**src/rtl/sdram_wide_port.sv**
```systemverilog
// sdram_wide_port: splits 128-bit requests into eight 16-bit Avalon beats.
// Option: SDRAM_SKIP_EMPTY_BEAT_EN drops write beats with no byte enables.
module sdram_wide_port #(
  parameter int BEATS = 8,
  parameter int AW    = 22,
  parameter int SAW   = 25
) (
  input  logic           clk,
  input  logic           reset,
  input  logic [AW-1:0]  ar_addr,
  input  logic [15:0]    ar_be,
  input  logic           ar_read,
  input  logic           ar_write,
  input  logic [127:0]   ar_wrdata,
  output logic           ar_ac,
  output logic [127:0]   ar_rddata,
  output logic [SAW-1:0] av_address,
  output logic           av_read,
  output logic           av_write,
  output logic [15:0]    av_writedata,
  output logic [1:0]     av_byteenable,
  input  logic           av_waitrequest,
  input  logic [15:0]    av_readdata,
  input  logic           av_readdatavalid
);

  typedef enum logic [2:0] {
    IDLE, WR, RD_ISSUE, RD_WAIT, ACK
  } state_t;

  localparam logic [2:0] LAST = 3'(BEATS - 1);

  state_t       state, state_nx;
  logic [AW-1:0] addr_q;
  logic [15:0]  be_q;
  logic [127:0] wrdata_q;
  logic [127:0] asm_q, asm_nx;
  logic [2:0]   issue_cnt, ret_cnt;
  logic         accept, last_ret;
  logic [2:0]   wr_first, wr_next;
  logic         wr_none, wr_done;

`ifdef SDRAM_SKIP_EMPTY_BEAT_EN
  // {none_found, index} of the first beat at or after 'from' with enables
  function automatic logic [3:0] find_beat(
    input logic [15:0] be,
    input logic [3:0]  from
  );
    logic [3:0] r;
    r = 4'd8;
    for (int i = BEATS - 1; i >= 0; i--)
      if (i >= int'(from) && be[2*i +: 2] != 2'b00)
        r = 4'(i);
    return r;
  endfunction

  assign {wr_none, wr_first} = find_beat(ar_be, 4'd0);
  assign {wr_done, wr_next}  = find_beat(be_q, {1'b0, issue_cnt} + 4'd1);
`else
  assign wr_none  = 1'b0;
  assign wr_first = 3'd0;
  assign wr_done  = issue_cnt == LAST;
  assign wr_next  = issue_cnt + 3'd1;
`endif

  assign accept   = (state == WR || state == RD_ISSUE) && !av_waitrequest;
  assign last_ret = state == RD_WAIT && av_readdatavalid && ret_cnt == LAST;

  always_comb begin
    asm_nx = asm_q;
    if (av_readdatavalid)
      asm_nx[16*ret_cnt +: 16] = av_readdata;
  end

  always_comb begin
    state_nx      = state;
    ar_ac         = 1'b0;
    av_address    = '0;
    av_read       = 1'b0;
    av_write      = 1'b0;
    av_writedata  = '0;
    av_byteenable = 2'b11;
    unique case (state)
      IDLE: begin
        if (ar_write)
          state_nx = wr_none ? ACK : WR;
        else if (ar_read)
          state_nx = RD_ISSUE;
      end
      WR: begin
        av_write      = 1'b1;
        av_address    = {addr_q, issue_cnt};
        av_writedata  = wrdata_q[16*issue_cnt +: 16];
        av_byteenable = be_q[2*issue_cnt +: 2];
        if (accept && wr_done)
          state_nx = ACK;
      end
      RD_ISSUE: begin
        av_read    = 1'b1;
        av_address = {addr_q, issue_cnt};
        if (accept && issue_cnt == LAST)
          state_nx = RD_WAIT;
      end
      RD_WAIT: begin
        if (last_ret)
          state_nx = ACK;
      end
      ACK: begin
        ar_ac    = 1'b1;
        state_nx = IDLE;
      end
      default: state_nx = IDLE;
    endcase
  end

  always_ff @(posedge clk) begin
    if (reset) begin
      state     <= IDLE;
      addr_q    <= '0;
      be_q      <= '0;
      wrdata_q  <= '0;
      asm_q     <= '0;
      issue_cnt <= '0;
      ret_cnt   <= '0;
      ar_rddata <= '0;
    end else begin
      state <= state_nx;
      unique case (state)
        IDLE: begin
          if (ar_write || ar_read) begin
            addr_q    <= ar_addr;
            be_q      <= ar_be;
            wrdata_q  <= ar_wrdata;
            issue_cnt <= ar_write ? wr_first : 3'd0;
            ret_cnt   <= '0;
          end
        end
        WR: begin
          if (accept)
            issue_cnt <= wr_next;
        end
        RD_ISSUE, RD_WAIT: begin
          if (state == RD_ISSUE && accept)
            issue_cnt <= issue_cnt + 3'd1;
          // returns may overlap issue; slot follows return order
          if (av_readdatavalid) begin
            asm_q   <= asm_nx;
            ret_cnt <= ret_cnt + 3'd1;
          end
          if (last_ret)
            ar_rddata <= asm_nx;
        end
        default: begin
          issue_cnt <= '0;
          ret_cnt   <= '0;
        end
      endcase
    end
  end

endmodule
```
**config.mk**
```make
export PLATFORM = sky130hd
export DESIGN_NAME = sdram_wide_port
export DESIGN_NICKNAME = d
export VERILOG_FILES = /design/src/rtl/sdram_wide_port.sv
export SDC_FILE = /design/constraint.sdc
export NUM_CORES = 1
export LEC_CHECK = 0
export BUFFER_PORTS_ARGS = -buffer_cell sky130_fd_sc_hd__buf_2
export CAP_MARGIN = 20
export CORE_UTILIZATION = 32
export CTS_BUF_LIST = sky130_fd_sc_hd__clkbuf_4 sky130_fd_sc_hd__clkbuf_8
export DETAILED_ROUTE_END_ITERATION = 12
export PLACE_DENSITY = 0.56
export SYNTH_ARGS = -nofsm -noshare
export SYNTH_HDL_FRONTEND = slang
export SYNTH_SLANG_ARGS = --single-unit
```
**constraint.sdc**
```tcl
create_clock -name clk -period 3.3 [get_ports clk]
set_clock_uncertainty 0.1 [all_clocks]
set_input_delay 0.33 -clock clk [delete_from_list [all_inputs] [get_ports clk]]
set_output_delay 0.33 -clock clk [all_outputs]
set_load 0.01 [all_outputs]
```
**Yosys cells after proc, flatten, opt, wreduce, memory -nomap -nowiden**

Cells that the tools add are included.

- Multiplexer cells: 20
- Reductions and logical operators: 17
- Divide/modulo/power cells: 0
- Eq/ne operators: 14
- Add/subtract/negate cells: 3
- Shift-type cells: 4
- Magnitude comparators: 0
- Bitwise gates (word level): 1
- Multipliers: 0

Operator list:

| kind | number |
|---|---|
| 128-bit bitwise mux | 1 |
| 128-bit 2-to-1 mux | 1 |
| 16-bit by 34-bit variable shift with 128-bit output (first input constant) | 1 |
| 128-bit by 8-bit variable part select with 16-bit output | 1 |
| 16-bit by 34-bit variable part select with 128-bit output | 1 |
| 7-bit negation with 34-bit output | 1 |
| 3-bit 2-to-1 mux | 9 |
| 25-bit 2-to-1 mux | 1 |
| 3-bit case mux with 3 select lines | 2 |
| 16-bit 2-to-1 mux | 1 |
| 16-bit by 5-bit variable part select with 2-bit output | 1 |
| 3-bit case mux with 4 select lines | 1 |
| 2-bit != test (second input constant) | 5 |
| 3-bit equality test (second input constant) | 3 |
| 3-bit by 1-bit adder with 3-bit output (second input constant) | 2 |
| 3-bit by 2-bit equality test with 1-bit output (second input constant) | 2 |
| 2-bit AND reduction | 3 |
| 3-bit AND reduction | 2 |
| 1-bit logical AND | 5 |
| 2-bit by 1-bit != test with 1-bit output (second input constant) | 2 |
| 4-bit AND reduction | 1 |
| 2-bit OR reduction | 2 |
| 3-bit by 1-bit equality test with 1-bit output (second input constant) | 1 |
| 3-bit zero test | 1 |
| 6 further kinds | 9 |

- RAM bits: 0
- Word-level logic and storage cells: 67
- Bits in latches: 0
- Output and inout port bits: 174
- Input bits: 188
- Register bits after elaboration: 431
- ROM bits: 0
- Memories kept: 0

**Logic depth before layout (Yosys ltp)**

Gate-level depths: netlist of run 1.

- Word-level depth: 6
- Depth in mapped cells: 11
- Depth with buffers taken out: 7

**Worst setup path after synthesis of run 1**

OpenSTA, ideal clock, no wires.

- Path type: reg-to-reg
- Start point: register ret_cnt[0]
- End point: register ar_rddata[10]
- Setup slack: 0.695 ns
- Path buffers: 3
- Setup time: 0.086 ns
- Cell stages (with the launch flop): 11
- Arrival: 2.419 ns
- Required time: 3.114 ns
- Clock period less this slack: 2.605 ns
- Cells stage by stage: dfxtp_1 -> buf_4 -> inv_1 -> ha_1 -> ha_1 -> buf_4 -> nor3b_1 -> nand3_2 -> buf_2 -> mux2i_1 -> a211oi_1

- Longest elaborated chain between the ends: 4
- Elaborated cells between the ends (all ways): 8
- Those cells by class: 1 x add/sub; 1 x eq/ne; 2 x shift; 2 x mux; 2 x reduce/logical

Ends and longest elaborated chain:

| element | line | text |
|---|---|---|
| start, declared | 38 | `logic [2:0] issue_cnt, ret_cnt;` |
| start signal, assigned | 148 | `ret_cnt <= ret_cnt + 3'd1;` |
| 7-bit negation with 34-bit output | 72 | `asm_nx[16*ret_cnt +: 16] = av_readdata;` |
| 16-bit by 34-bit variable part select with 128-bit output or 16-bit by 34-bit variable shift with 128-bit output (tied branches) | 72 |  |
| 128-bit bitwise mux | 72 |  |
| 128-bit 2-to-1 mux | 71 | `if (av_readdatavalid)` |
| end signal, assigned | 151 | `ar_rddata <= asm_nx;` |
| end, declared | 16 | `output logic [127:0] ar_rddata,` |

Several ways; a longest one is shown, not always the timed one.
A chain may end at the register's enable or synchronous reset.

**Worst setup path after layout of run 1**

- Start point: register issue_cnt[0]
- End point: output port av_writedata[8]

- Longest elaborated chain between the ends: 2

Ends and longest elaborated chain:

| element | line | text |
|---|---|---|
| start, declared | 38 |  |
| start signal, assigned | 134 | `issue_cnt <= ar_write ? wr_first : 3'd0;` |
| start signal, assigned | 140 | `issue_cnt <= wr_next;` |
| start signal, assigned | 144 | `issue_cnt <= issue_cnt + 3'd1;` |
| 128-bit by 8-bit variable part select with 16-bit output | 93 | `av_writedata = wrdata_q[16*issue_cnt +: 16];` |
| 16-bit 2-to-1 mux | 83 | `unique case (state)` |
| end, declared | 20 | `output logic [15:0] av_writedata,` |

Every way passes these cells.

==> results by group, run 1 <==
Place
  – Post-DP HPWL: 40.36 mm
  – Routability cong.: 0.8061
  – Port Buf Inserts: 361

GRT
  – Total Routing Usage GR: 20.31%
  – Met2 Use GR: 34.14%
  – Met3 Track Usage GR: 5.488%
  – Busiest grt layer: met2
  – First-pass GRT wire length: 90.53 mm
  – Vias in the first global route: 16363
  – Largest net degree at the start of global routing: 106
  – Antenna violations before repair: 5
  – GR Overflow Total: 0
  – Global-route met1 utilization: 23.67%

Timing
  – Tmin final: 3003 ps
  – Fmax: 333.0 MHz
  – Slew @ Worst Pin: 940.3 ps
  – Max-slew violations: 0
  – Slew Limit Headroom: 37.25%
  – Fin crit share: 90.99%
  – Setup_tns: 0 ps
  – # setup viols final: 0
  – Hold Vio Cnt, Final: 0
  – Worst hold slack: 62.52 ps
  – RSZ-0062 raised after global routing: no

Logic synthesis
  – Leading area contributor after synthesis: dfxtp_1
  – FF+latch count, synth: 431
  – Yosys cell types: 54
  – Most common cell in the synthesized netlist: nand2_1
  – Synth top area cells: dfxtp_1 48%, nand2_1 11%, mux2i_1 9.0%
  – Synth top area share: 47.61%
  – Mapped Nets: 2304
  – Post-synth EDFFs: 0
  – Most common library cells after synthesis: 544 x nand2_1, 431 x dfxtp_1, 234 x nor2_1
  – Synth Cell Area: 18120 sq um
  – Synth warn: 0
  – Share of synthesized registers carrying an async set or reset: 0%
  – Prevailing post-synth register cell: dfxtp_1
  – Post-synthesis sequential area ratio: 47.61%
  – Cells after Synth: 2109
  – Synth Area per Inst: 8.593 sq um

Routing
  – Routed via count: 16628
  – Routed WL: 59.94 mm
  – ANT nets after route: 0
  – DRC: 0
  – DR WL/cell: 17.65 um
  – DRT Pass-1 Iters: 6
  – Vias per cell: 4.896
  – Initial detailed-routing violation count: 1130

Clock network
  – Hold_buf cts: 184
  – H-Tree Depth: 3
  – Clock Sinks: 431
  – Post-CTS setup buffers: 0
  – CTS tree: yes
  – Bufs on Longest Clock Path: 3
  – Root Driver: clkbuf_8
  – Worst-Skew Late Latency: 650 ps
  – Clock transition at the registers of the reported paths: 60 ps
  – CTS Buf Count: 79
  – Post-CTS Resized: 0

Die
  – IO Pins: 362
  – Die Wd: 240.0 um
  – Initial Util: 32.64%
  – FP Rows: 86
  – Die height: 240.0 um
  – Die area: 57590 sq um
  – Core box area: 55520 sq um

Setup path
  – CP Cell Sequence: buf_12 -> mux4_2 -> mux2i_1 -> nor2_1 -> buf_2
  – Crit end category: output pin
  – Largest delay contributor family on the critical path: multiplexers
  – Crit Reg-Reg Startpoint: ret_cnt[1]
  – WP depth: 5
  – CP max-delay cell: mux4_2
  – Crit Path Category: reg -> out
  – Worst-path maximum fanout: 34
  – Reg2reg path depth: 7
  – CP max stage delay: 620 ps
  – Buf+Inv Stages, Crit Path: 2
  – CP Launch Point: issue_cnt[0]
  – Worst EP required: 2870 ps
  – Nature of the critical path startpoint: register
  – Worst EP arrival: 2570 ps

Pwr
  – Pleak: 9.788 nW
  – Power density over the cells: 657.3 nW/um^2
  – Final Power: 15.83 mW
  – Worst IR drop on VDD: 0.3700 mV

Run status
  – Status: completed

Hold path
  – Hold path depth: 2
  – Worst Hold Launch: reset
  – Min-delay worst type: in -> reg

Finish
  – Fillers: 5479
  – Area growth, synth to finish: 32.87%
  – Final nets: 2786
  – Layout cells sized above 1: 23.20%
  – Util after Layout: 43.37%

Run
  – Max-cap violations: 0
per-layer routing:
metal  part of all wire (%)  up-vias
met5                  0.040        -
met4                    4.3        4
met3                    6.9      131
met2                     48      544
met1                     41     7833
li1                       -     8116
cell usage in the layout (no fill, tap or decap), types with 5 or more instances in the layout:
master and count:
and3_1 26, mux4_2 36, and2_0 12, dfxtp_1 429, clkbuf_8 97, o21ai_0 19
a21oi_1 218, clkinv_2 11, ha_1 7, and2_1 21, a211oi_1 64, buf_4 42
nand2_1 544, clkbuf_4 20, a311oi_1 64, nand3_1 7, inv_1 8, buf_12 10
dlygate4sd3_1 184, nor2b_1 5, mux2i_1 163, buf_2 360, nand2b_1 7, nor2_1 233
path summary, 6_finish.rpt:
check,slack [ps],end
worst min register to register,350,addr_q[8]
worst min-delay path,60,wrdata_q[31]
worst max register to register,540,asm_q[25]
worst max-delay path,300,av_writedata[8]
state kept, by name, summed over array words and instances (netlist names):
register and cells:
ar_rddata 128, state 3, wrdata_q 128, asm_q 128, ret_cnt 3, be_q 16, issue_cnt 3, addr_q 22
cells by family (layout without fill, tap and decap cells):
kind of cell    Yosys count  count (layout)  synth area share [%]
flops                   431             431                 47.61
simple gates            892             892                 20.75
buf+inv                 205             742                 4.895
fa+ha+maj                 8               8                0.5385
mux                     199             199                 13.48
xor+xnor                  1               1               0.04834
other cells               0               2                     0
compound gates          373             373                 12.68
power by group:
| part | internal [mW] | switching (mW) |
|---|---|---|
| logic | 1.68 | 2.61 |
| clock network | 3.04 | 2.31 |
| registers | 5.81 | 0.372 |
per-stage QoR:
stage / area (sq um) / instances / setup slack (ps)
5_1_grt: 24080 / 3396 / 133.6
3_3_place_gp: 20570 / 3074 / 624.4
6_report: 24080 / 3396 / 297.2
3_5_place_dp: 20570 / 3074 / 534.9
4_1_cts: 24070 / 3394 / 158.6
2_1_floorplan: 18120 / 2109 / 695.0
cell type report:
cell class              count  area (sq um)  area share [%]
inverters                   9         33.78          0.1403
clock buffers             117          1485           6.168
multi-input cells        1473          8641           35.88
diodes                      2         5.005         0.02078
clock inverters            19         173.9          0.7223
well taps                 748         935.9           3.887
flip-flops and latches    431          8631           35.84
repair buffers            597          4174           17.33
No activity file was read; power rests on OpenSTA's default activity.
==> run 2: changes to the inputs <==
Settings changed: CORE_UTILIZATION 32 to 57, PLACE_DENSITY 0.56 to 0.87.
Clock period 3.3 ns to 2.9 ns, I/O delays scaled along.
==> run 2 against run 1 <==
  * Die area is 44% lower
  * Sequential cell count stayed put
  * Cell count is 11% lower
  * Power is 17% higher
  * Via count is 15% higher
  * Count of clock-buffer cells in the layout is 2 lower
  * Non-clock buffer count is 4 higher
  * First-iteration DRC count is 110% higher
  * Combinational power is 27% higher
  * Sequential power is 17% higher
  * Register-to-register slack worse by 500 ps
  * Critical endpoint is now av_writedata[6]
  * Largest cell class unchanged
==> results by group, run 2 (same netlist as run 1, synthesis figures left out) <==
Run status
  – Status: completed

Setup path
  – Worst-path maximum fanout: 17 (-50%)
  – Crit Reg-Reg Startpoint: state[0]
  – R2r endpoint: wrdata_q[94]
  – Buf+Inv Stages, Crit Path: 2 (unchanged)
  – Nature of the critical path startpoint: register
  – CP Cell Sequence: buf_12 -> mux4_2 -> mux2i_1 -> nor2_1 -> buf_2
  – Reg-to-reg slack, setup: 40 ps (-500 ps)
  – Crit end category: output pin
  – Largest delay contributor family on the critical path: multiplexers
  – Worst EP arrival: 2500 ps (-70 ps)
  – CP max stage delay: 640 ps (+20 ps)
  – Crit Path Category: reg -> out
  – CP max-delay cell: mux4_2
  – Worst EP required: 2510 ps (-360 ps)
  – Reg2reg path depth: 5 (-2)

Run
  – Max-cap violations: 0 (unchanged)

Routing
  – Vias per cell: 6.288 (+28%)
  – ANT nets after route: 0 (unchanged)
  – DRT Pass-1 Iters: 8 (+2)
  – Initial detailed-routing violation count: 2392 (+110%)
  – DR WL/cell: 22.66 um (+28%)
  – Routed WL: 68.87 mm (+15%)
  – Routed via count: 19110 (+15%)
  – DRC: 0 (unchanged)

GRT
  – Antenna violations before repair: 10 (+5)
  – Vias in the first global route: 18989 (+16%)
  – Global-route met1 utilization: 45.67% (+22 points)
  – Met3 Track Usage GR: 14.35% (+8.9 points)
  – Total Routing Usage GR: 41.63% (+21 points)
  – Largest net degree at the start of global routing: 86 (-19%)
  – Met2 Use GR: 64.51% (+30 points)
  – Busiest grt layer: met2
  – GR Overflow Total: 0 (unchanged)
  – First-pass GRT wire length: 105.1 mm (+16%)

Hold path
  – Worst Hold Launch: reset
  – Min-delay worst type: in -> reg
  – Hold path depth: 2 (unchanged)
  – Min-Delay Endpoint: wrdata_q[33]

Die
  – Die Wd: 180.3 um (-25%)
  – IO Pins: 362 (unchanged)
  – Die height: 180.3 um (-25%)
  – Initial Util: 58.63% (+26 points)
  – Die area: 32510 sq um (-44%)
  – FP Rows: 64 (-26%)
  – Core box area: 30910 sq um (-44%)

Place
  – Post-DP HPWL: 35.72 mm (-11%)
  – Routability cong.: 0.8866 (+10%)
  – Placed Instance Area: 20260 sq um (-1.5%)
  – Port Buf Inserts: 361 (unchanged)

Finish
  – Most frequent cells in the layout: 543 x nand2_1, 429 x dfxtp_1, 360 x buf_2
  – Area growth, synth to finish: 30.74%
  – Layout cells sized above 1: 23.15% (-0.052 points)
  – Most common cell after layout, fill and taps aside: nand2_1
  – FF+latch area: 8633 sq um (about the same)
  – Finished Cell Area: 23690 sq um (-1.6%)
  – Final nets: 2783 (-0.11%)
  – Top flop regs: ar_rddata x128, asm_q x128, wrdata_q x128
  – Fillers: 1858 (-66%)
  – Util after Layout: 76.65% (+33 points)
  – Multi-input logic area: 8653 sq um (+0.14%)

Clock network
  – Clock transition at the registers of the reported paths: 60 ps (about the same)
  – Worst-Skew Late Latency: 600 ps (-50 ps)
  – Root Driver: clkbuf_8
  – H-Tree Depth: 3 (unchanged)
  – Clock Sinks: 431 (unchanged)
  – CTS tree: yes
  – Post-CTS setup buffers: 0 (unchanged)
  – Bufs on Longest Clock Path: 3 (unchanged)
  – CTS Buf Count: 72 (-8.9%)

Pwr
  – Worst IR drop on VDD: 0.5146 mV (+39%)
  – Pleak: 9.778 nW (-0.11%)
  – Final Power: 18.57 mW (+17%)
  – Power density over the cells: 783.8 nW/um^2 (+19%)

Timing
  – Hold Vio Cnt, Final: 0 (unchanged)
  – # setup viols final: 0 (unchanged)
  – Setup_tns: 0 ps (unchanged)
  – Fmax: 345.6 MHz
  – Slew Limit Headroom: 33.43% (-3.8 points)
  – Slew @ Worst Pin: 998.5 ps (+58.27 ps)
  – Max-slew violations: 0 (unchanged)
  – Tmin final: 2894 ps
  – Fin crit share: 99.78%
[run 2: final cells by class]
class | count | share of cell area (%)
sequential | 431 | 36.44
clock buffer | 115 | 5.967
antenna | 4 | 0.04225
clock inverter | 10 | 0.5228
multi-input combinational | 1473 | 36.52
inverter | 9 | 0.1426
timing repair buffer | 601 | 18.27
tap | 396 | 2.091
[run 2: per-stage QoR]
step	hold slack, ps	std cells	worst slack, ps
after detailed placement	345.6	2726	239.9
after global routing	78.50	3038	-11.37
final	65.99	3039	6.500
after floorplan	326.0	2109	295.0
after global placement	337.4	2726	336.7
after CTS	37.37	3033	37.74
[run 2: per-layer routing]
metal | wire length, um | up-vias
met3 | 8485 | 576
li1 | - | 8120
met5 | 24 | -
met2 | 30680 | 1646
met1 | 23070 | 8764
met4 | 6602 | 4
[run 2: worst max path at each step]
stage / start / end / slack (ps) / depth (start not counted)
floorplan: ret_cnt[0] / ar_rddata[10] / 300 / 10
global placement: ret_cnt[0] / ar_rddata[5] / 340 / 7
detailed placement: ret_cnt[1] / asm_q[20] / 240 / 8
CTS: issue_cnt[0] / av_writedata[3] / 40 / 5
global route: issue_cnt[0] / av_writedata[2] / -10 / 5
finish: issue_cnt[0] / av_writedata[6] / 6 / 5
[run 2: power breakdown]
part           total (mW)  internal, mW  switching [mW]
clock                5.85          3.28            2.57
combinational        5.45          2.01            3.44
sequential           7.27          6.62           0.654
[run 2: timing repair]
| item | 4_1_cts | 5_1_grt |
|---|---|---|
| resized for setup | 0 | 6 |
| setup endpoints to repair | 0 | 20 |
| hold buffers | 182 | 0 |
| endpoints found under the hold margin | 186 | 0 |
==> run 3: changes to the inputs <==
Settings changed: PLACE_DENSITY 0.87 to unset, PLACE_DENSITY_LB_ADDON set to 0.12.
==> run 3 against run 2 <==
  * Cell area grew 0.73%
  * First-iteration DRC count is 34% lower
  * Largest cell class is now sequential cells
  * Combinational power fell by 6.1%
  * Clock power is 1% lower
  * Count of clock-buffer cells in the layout up 7
  * Worst hold slack better by 70 ps
  * Power down 2.9%
  * Sequential share of layout area down 0.26 points
  * Non-clock buffer count rose by 25
  * Die area did not move
  * Via count shrank 7.9%
  * Highest routed layer is now met4
==> results by group, run 3 (same netlist as run 1, synthesis figures left out) <==
Run status
  – Status: completed

Setup path
  – CP max stage delay: 570 ps (-70 ps)
  – CP Cell Sequence: buf_4 -> mux4_2 -> mux2i_1 -> nor2_1 -> buf_2
  – Crit Path Category: reg -> out
  – Crit end category: output pin
  – Nature of the critical path startpoint: register
  – CP max-delay cell: mux4_2
  – Largest delay contributor family on the critical path: multiplexers
  – Worst-path maximum fanout: 13 (-4)
  – Worst EP required: 2510 ps (about the same)
  – Worst EP arrival: 2400 ps (-100 ps)
  – Buf+Inv Stages, Crit Path: 2 (unchanged)

Routing
  – Initial detailed-routing violation count: 1582 (-34%)
  – Vias per cell: 5.739 (-8.7%)
  – ANT nets after route: 0 (unchanged)
  – Routed via count: 17608 (-7.9%)
  – DRC: 0 (unchanged)
  – DRT Pass-1 Iters: 8 (unchanged)
  – DR WL/cell: 19.12 um (-16%)
  – Routed WL: 58.67 mm (-15%)

GRT
  – First-pass GRT wire length: 91.81 mm (-13%)
  – GR Overflow Total: 0 (unchanged)
  – Vias in the first global route: 17527 (-7.7%)
  – Antenna violations before repair: 1 (-9)
  – Largest net degree at the start of global routing: 132 (+53%)
  – Met2 Use GR: 58.96% (-5.6 points)
  – Total Routing Usage GR: 35.25% (-6.4 points)
  – Global-route met1 utilization: 40.93% (-4.7 points)
  – Met3 Track Usage GR: 7.741% (-6.6 points)
  – Busiest grt layer: met2

Pwr
  – Sw frac: 33.67% (-2.2 points)
  – Worst IR drop on VDD: 0.6550 mV (+27%)
  – Comb power frac: 28.4% (-0.9 points)
  – Pint: 11.96 mW (+0.47%)
  – Pleak: 9.933 nW (+1.6%)
  – Sw Pwr: 6.071 mW (-8.9%)
  – Clk pwr share: 32.1% (+0.6 points)
  – Power density over the cells: 755.7 nW/um^2 (-3.6%)
  – Sequential Power Share: 39.5% (+0.3 points)

Finish
  – Area growth, synth to finish: 31.69%
  – Final nets: 2808 (+0.90%)
  – Most common cell after layout, fill and taps aside: nand2_1
  – Top flop regs: ar_rddata x128, asm_q x128, wrdata_q x128
  – Finished Layout Cells: 3068 (+0.95%)
  – Most frequent cells in the layout: 544 x nand2_1, 429 x dfxtp_1, 360 x buf_2
  – Layout cells sized above 1: 22.51% (-0.64 points)
  – Util after Layout: 77.21% (+0.56 points)

Clock network
  – Root Driver: clkbuf_8
  – CTS tree: yes
  – Clock transition at the registers of the reported paths: 60 ps (about the same)
  – Bufs on Longest Clock Path: 3 (unchanged)
  – CTS Buf Count: 72 (unchanged)
  – Worst-Skew Late Latency: 590 ps (about the same)
  – H-Tree Depth: 3 (unchanged)
  – Clock Sinks: 431 (unchanged)

Run
  – Max-cap violations: 0 (unchanged)

Timing
  – Fmax: 358.3 MHz (+3.7%)
  – # setup viols final: 0 (unchanged)
  – Hold Vio Cnt, Final: 0 (unchanged)
  – RSZ-0062 raised after global routing: no
  – Setup ws final: 109.1 ps (+102.6 ps)
  – Setup_tns: 0 ps (unchanged)
  – Slew Limit Headroom: 60.69% (+27 points)
  – Slew @ Worst Pin: 589.7 ps (-408.9 ps)
  – Worst hold slack: 136.0 ps (+70.02 ps)
  – Fin crit share: 96.24% (-3.5 points)
  – Tmin final: 2791 ps (-102.6 ps)
  – Max-slew violations: 0 (unchanged)

Hold path
  – Min-delay worst type: in -> reg

Place
  – Inst Count DP: 2715 (-0.40%)
  – Post-DP HPWL: 32.98 mm (-7.7%)
  – Routability cong.: 0.8140 (-8.2%)
  – Placement-stage worst setup slack: 320.3 ps (+80.45 ps)
  – Port Buf Inserts: 361 (unchanged)

Die
  – Core box area: 30910 sq um (unchanged)
  – Die height: 180.3 um (unchanged)
  – Die area: 32510 sq um (unchanged)
  – IO Pins: 362 (unchanged)
  – Die Wd: 180.3 um (unchanged)
  – FP Rows: 64 (unchanged)
  – Initial Util: 58.63% (unchanged)
run 3: metal layers:
layer | vias to the layer above | share of wire (%)
li1 | 8183 | -
met1 | 8197 | 38
met2 | 961 | 47
met3 | 267 | 8.0
met4 | 0 | 6.4
met5 | - | 0
run 3: what timing repair did:
item                       in CTS  in global routing
buffers inserted                0                  0
setup endpoints to repair       1                  0
hold endpoints to repair      188                  0
hold buffers                  220                  0
resized for setup               1                  0
run 3: worst paths after layout:
check / startpoint / endpoint / slack (ps) / cells past startpoint
worst max register to register: state[2] / wrdata_q[63] / 240 / 6
worst min-delay path: av_readdata[15] / asm_q[127] / 140 / 4
worst max-delay path: issue_cnt[0] / av_writedata[13] / 110 / 5
worst min register to register: addr_q[14] / addr_q[14] / 350 / 2
run 3: area by class of cell:
cell class	count	area (sq um)
Antenna cell	2	5.005
Clock buffer	122	1479
Clock inverter	9	91.34
Fill cell	2071	7044
Inverter	9	33.78
Multi-Input combinational cell	1473	8633
Sequential cell	431	8633
Tap cell	396	495.5
Timing Repair Buffer	626	4494
run 3: power by group through the flow:
stage / Sequential [mW] / Clock (mW) / Combinational, mW
after detailed placement: 7.16 / 0 / 4.43
after floorplan: 6.96 / 0 / 3.34
final: 7.13 / 5.78 / 5.12
after CTS: 7.04 / 5.79 / 4.83
after global routing: 7.18 / 6.11 / 5.46
after global placement: 7.12 / 0 / 4.36
run 3: worst reg2reg max path, stage by stage (launching register included):
cell           delay (ps)
dfxtp_1               420
nor3_2                460
nor2b_4               270
buf_4                 460
nand2_1               170
a21oi_1               180
dlygate4sd3_1         560
run 3: through the flow:
step	total power, mW	cell area, sq um
global placement	11.48	20090
global route	18.75	23860
floorplan	10.30	18120
CTS	17.66	23860
finish	18.03	23870
detailed placement	11.59	20090
